File: src/rtl/pipelined_if_id_stage_pkg.sv
// Shared constants for the IF/ID front end: reset values, instruction field
// positions and the hard-wired zero register.
package pipelined_if_id_stage_pkg;

  localparam logic [31:0] NOP_INST = 32'h0000_0000;
  localparam logic [31:0] RESET_PC = 32'h0000_0000;
  localparam logic [31:0] PC_STEP  = 32'd4;

  localparam int RS_MSB = 25;
  localparam int RS_LSB = 21;
  localparam int RT_MSB = 20;
  localparam int RT_LSB = 16;

  localparam logic [4:0] REG_ZERO = 5'd0;

endpackage

File: src/rtl/pipelined_if_id_stage_hazard_detect.sv
// Load-use hazard check: the instruction in ID reads a register that a load
// in EXE has not yet produced.
module pipelined_hazard_detect
  import pipelined_if_id_stage_pkg::*;
(
  input  logic       id_valid,
  input  logic       id_uses_rs,
  input  logic       id_uses_rt,
  input  logic [4:0] id_rs,
  input  logic [4:0] id_rt,
  input  logic       exe_is_load,
  input  logic       exe_wreg,
  input  logic [4:0] exe_write_reg,
  output logic       hazard
);

  logic load_writes;
  logic rs_match;
  logic rt_match;

  // Writes to r0 are discarded, so they can never create a dependency.
  assign load_writes = exe_is_load & exe_wreg & (exe_write_reg != REG_ZERO);
  assign rs_match    = id_uses_rs & (exe_write_reg == id_rs);
  assign rt_match    = id_uses_rt & (exe_write_reg == id_rt);
  assign hazard      = id_valid & load_writes & (rs_match | rt_match);

endmodule

File: src/rtl/pipelined_if_id_stage.sv
// Fetch front end: PC register, IF/ID pipeline register, load-use bubble
// generation, branch/jump redirect and stall/flush counters.
module pipelined_if_id_stage
  import pipelined_if_id_stage_pkg::*;
#(
  parameter logic [31:0] RESET_PC = pipelined_if_id_stage_pkg::RESET_PC,
  parameter logic [31:0] NOP_INST = pipelined_if_id_stage_pkg::NOP_INST
) (
  input  logic        Clk,
  input  logic        Clrn,
  input  logic [31:0] IF_Inst,
  output logic [31:0] IF_PC,
  output logic [31:0] ID_Inst,
  output logic [31:0] ID_PC_plus4,
  output logic        ID_Valid,
  input  logic        ID_Uses_rs,
  input  logic        ID_Uses_rt,
  input  logic        ID_Redirect,
  input  logic [31:0] ID_Target,
  input  logic        EXE_Is_load,
  input  logic        EXE_Wreg,
  input  logic [4:0]  EXE_write_reg,
  output logic        Bubble,
  output logic [31:0] Stall_cnt,
  output logic [31:0] Flush_cnt
);

  logic [31:0] pc_reg;
  logic [31:0] inst_reg;
  logic [31:0] pc_plus4_reg;
  logic        valid_reg;
  logic [31:0] stall_cnt_reg;
  logic [31:0] flush_cnt_reg;
  logic [31:0] pc_plus4;
  logic        hazard;
  logic        redirect_taken;

  assign pc_plus4 = pc_reg + PC_STEP;

  pipelined_hazard_detect u_hazard_detect (
    .id_valid      (valid_reg),
    .id_uses_rs    (ID_Uses_rs),
    .id_uses_rt    (ID_Uses_rt),
    .id_rs         (inst_reg[RS_MSB:RS_LSB]),
    .id_rt         (inst_reg[RT_MSB:RT_LSB]),
    .exe_is_load   (EXE_Is_load),
    .exe_wreg      (EXE_Wreg),
    .exe_write_reg (EXE_write_reg),
    .hazard        (hazard)
  );

  // A stalled branch's operands are not ready yet, so it must not redirect.
  assign redirect_taken = ID_Redirect & valid_reg & ~hazard;

  always_ff @(posedge Clk or negedge Clrn) begin
    if (!Clrn) begin
      pc_reg        <= RESET_PC;
      inst_reg      <= NOP_INST;
      pc_plus4_reg  <= 32'd0;
      valid_reg     <= 1'b0;
      stall_cnt_reg <= 32'd0;
      flush_cnt_reg <= 32'd0;
    end else if (hazard) begin
      stall_cnt_reg <= stall_cnt_reg + 32'd1;
    end else if (redirect_taken) begin
      pc_reg        <= ID_Target;
      inst_reg      <= NOP_INST;
      pc_plus4_reg  <= 32'd0;
      valid_reg     <= 1'b0;
      flush_cnt_reg <= flush_cnt_reg + 32'd1;
    end else begin
      pc_reg        <= pc_plus4;
      inst_reg      <= IF_Inst;
      pc_plus4_reg  <= pc_plus4;
      valid_reg     <= 1'b1;
    end
  end

  assign IF_PC       = pc_reg;
  assign ID_Inst     = inst_reg;
  assign ID_PC_plus4 = pc_plus4_reg;
  assign ID_Valid    = valid_reg;
  assign Bubble      = hazard;
  assign Stall_cnt   = stall_cnt_reg;
  assign Flush_cnt   = flush_cnt_reg;

endmodule

File: config.mk
export PLATFORM = sky130hd
export DESIGN_NAME = pipelined_if_id_stage
export DESIGN_NICKNAME = d
export VERILOG_FILES = /design/src/rtl/pipelined_if_id_stage_pkg.sv /design/src/rtl/pipelined_if_id_stage_hazard_detect.sv /design/src/rtl/pipelined_if_id_stage.sv
export SDC_FILE = /design/constraint.sdc
export NUM_CORES = 1
export LEC_CHECK = 0
export ABC_AREA = 1
export ABC_CLOCK_PERIOD_IN_PS = 2720
export CAP_MARGIN = 10
export CORE_UTILIZATION = 49
export DETAILED_ROUTE_END_ITERATION = 10
export PLACE_DENSITY = 0.88
export SLEW_MARGIN = 20
export SYNTH_ARGS = -nofsm -noshare
export SYNTH_HDL_FRONTEND = slang
export SYNTH_SLANG_ARGS = --single-unit
File: constraint.sdc
create_clock -name Clk -period 2.72 [get_ports Clk]
set_clock_uncertainty 0.1 [all_clocks]
set_input_delay 0.816 -clock Clk [delete_from_list [all_inputs] [get_ports Clk]]
set_output_delay 0.816 -clock Clk [all_outputs]
set_load 0.02 [all_outputs]
==> results.toml <==
[global_route]
grt_pass1_wl_microns = 45100
grt_max_degree = 61
track_usage_pct = 30.9
first_global_vias = 8984
antenna_found_initial = 0
overflow = 0

[sta]
relSlewSlack_pct = 60.1
worst_pin_slew_ns = 0.597
finalHoldViolCount = 0
fmax_mhz = 373
post-route-period-util_pct = 98.5
setup_violations = 0
setup_ws_ns = 0.0399
slew_violations = 0
whs_ns = 0.228
min_period_ns = 2.68
rsz0062_at_grt = "yes"

[drt]
wl_met2_microns = 13700
num_vias = 9608
top_layer = "met4"
dr.pass1.iters = 8
dr.first_iter.drc_count = 840
vias_per_cell = 5.43
drt.antenna.violating_nets = 0
routedWlPerCell_microns = 16.4
wirelength_microns = 29000
wl_met3_microns = 2560
drc = 0
met1_length_microns = 12100

[worst_setup_path]
start_kind = "input port"
path_class = "input port to output pin"
cp-end-kind = "output pin"
worstPathArrival_ns = 1.76
crit_required_ns = 1.80
cp_max_fo = 3

[logic_synthesis]
yosysTopAreaCell = "dfrtp_1"
synth_top_area_share_pct = 45.0
avgSynthCellArea_sq_um = 6.98
synth_seq_area_share_pct = 45.0
syn_nets = 1361
synth_area_sq_um = 8950
ys_types = 21
syn_inst = 1282
ys_top_cells_by_area = "dfrtp_1 (45%), nand2_1 (24%), nand3_1 (9.9%)"
ys_ff_latch = 161
yosys_warnings = 0

[floorplan]
die-area_sq_um = 18800
initial_utilization_pct = 50.0
ioPinCount = 238
core.rowCount = 49
chipWidth_microns = 137
core_area_sq_um = 17900
die_h_microns = 137

[clock_network]
cts_inserted_buffers = 17
cts_max_level = 4
path_clk_slew_ns = 0.07
clk_latency_ns = 0.44
hold_buffers = 0
root_buffer = "clkbuf_16"
cts_tree = "built"
cts_sinks = 161
clock_path_buffers = 2

[final_layout]
final_nets = 1606
final_util_pct = 69.6
syn2layout_area_growth_pct = 39.3
final_cell_mix = "nand2_1 (564), clkdlybuf4s50_1 (226), nand3_1 (175)"
layout_commonest_cell = "nand2_1"
stdcell_count = 1769
diodes = 0
drive_gt1_share_pct = 6.17
num-fill-cells = 1468

[placed_design]
placed_cells = 1723
dp_hpwl_microns = 20200
io_buffers = 237
post-place-ws_ns = -0.864
globalplace.congestion = 0.937

[pwr]
power.density_nw_per_um2 = 576
vdd_ir_drop_max_mv = 0.562
total_power_mw = 7.18
p_leak_nw = 5.77

[worst_hold_path]
min_path_type = "input port to async pin"

[outcome]
status = "completed"

[run]
maxCapViolCount = 0
final timing paths:
check | cells after the start | slack [ns] | from | end
setup / recovery | 8 | 0.04 | EXE_write_reg[2] | Bubble
hold / removal | 1 | 0.23 | Clrn | ID_PC_plus4[16]
setup reg to reg | 11 | 0.30 | ID_Inst[18] | Stall_cnt[17]
hold reg to reg | 2 | 0.38 | ID_PC_plus4[27] | ID_PC_plus4[27]
max in group asynchronous | 2 | 1.64 | Clrn | ID_Inst[22]
min in group Clk | 2 | 0.38 | ID_PC_plus4[27] | ID_PC_plus4[27]
timing repair:
| action | in CTS | in global routing |
|---|---|---|
| gates resized for setup | 32 | 16 |
| setup endpoints to repair | 24 | 28 |
| gates cloned | 0 | 3 |
| pin swaps | 8 | 10 |
| buffers inserted | 6 | 5 |
cells by family (layout without fill, tap and decap cells):
| family | count (synthesis) | count (layout) | synth area share, % |
|---|---|---|---|
| AO/OA/AOI/OAI | 26 | 26 | 1.50 |
| XOR/XNOR | 44 | 44 | 4.31 |
| adder cells (fa/ha/maj) | 3 | 3 | 0.420 |
| buffers and inverters | 106 | 364 | 4.96 |
| flip-flops | 161 | 161 | 45.0 |
| AND/OR/NAND/NOR | 942 | 942 | 43.8 |
cells in the mapped netlist:
| cell | instances |
|---|---|
| nand2_1 | 566 |
| nand2_2 | 2 |
| clkbuf_1 | 15 |
| buf_1 | 3 |
| xnor2_1 | 13 |
| ha_1 | 3 |
| nand4_1 | 7 |
| buf_4 | 4 |
| a21oi_2 | 1 |
| inv_2 | 4 |
| nand3_1 | 177 |
| nor2_2 | 2 |
| buf_2 | 25 |
| dfrtp_1 | 161 |
| o21ai_1 | 2 |
| o21ai_0 | 23 |
| nand3b_1 | 32 |
| nor3_1 | 9 |
| xor2_1 | 31 |
| nor2_1 | 147 |
| inv_1 | 55 |
layout make-up:
cell class                 instances  area [sq um]  area share (%)
clock inverter                    13           153            1.22
sequential                       161          4030            32.3
timing repair buffer             273          2810            22.6
clock buffer                      19           443            3.55
inverter                          59           221            1.78
multi-input combinational       1015          4520            36.3
tap                              229           287            2.30
critical path, cell delays in order:
cell and delay (ns):
buf_4 0.10, inv_2 0.04, nand2_1 0.07, nand2_1 0.07, nor2_2 0.12, nand3_2 0.13
a21oi_4 0.26, buf_6 0.15
sequential cells by signal, summed over array words and instances (netlist names):
name         count
Flush_cnt       32
IF_PC           32
Stall_cnt       32
ID_Inst         32
ID_Valid         1
ID_PC_plus4     32
metrics by stage:
stage / instance area [sq um] / setup TNS, ns
final: 12500 / 0
after global routing: 12500 / -0.0125
after CTS: 12300 / 0
after detailed placement: 11700 / -45.37
after global placement: 11700 / -38.50
after floorplan: 8950 / 0
power by group:
group | total, mW | switching (mW) | leakage (nW) | internal (mW)
Combinational | 1.74 | 0.948 | 3.40 | 0.790
Sequential | 2.98 | 0.324 | 2.08 | 2.66
Clock | 2.47 | 1.07 | 0.286 | 1.40
Total | 7.18 | 2.34 | 5.77 | 4.84
routing by layer:
metal	vias to the layer above	track usage [%]
li1	4560	-
met1	4525	41.0
met2	465	48.7
met3	58	7.22
met4	0	12.3
met5	-	0
Note: power is estimated with default switching activity, not from simulation.
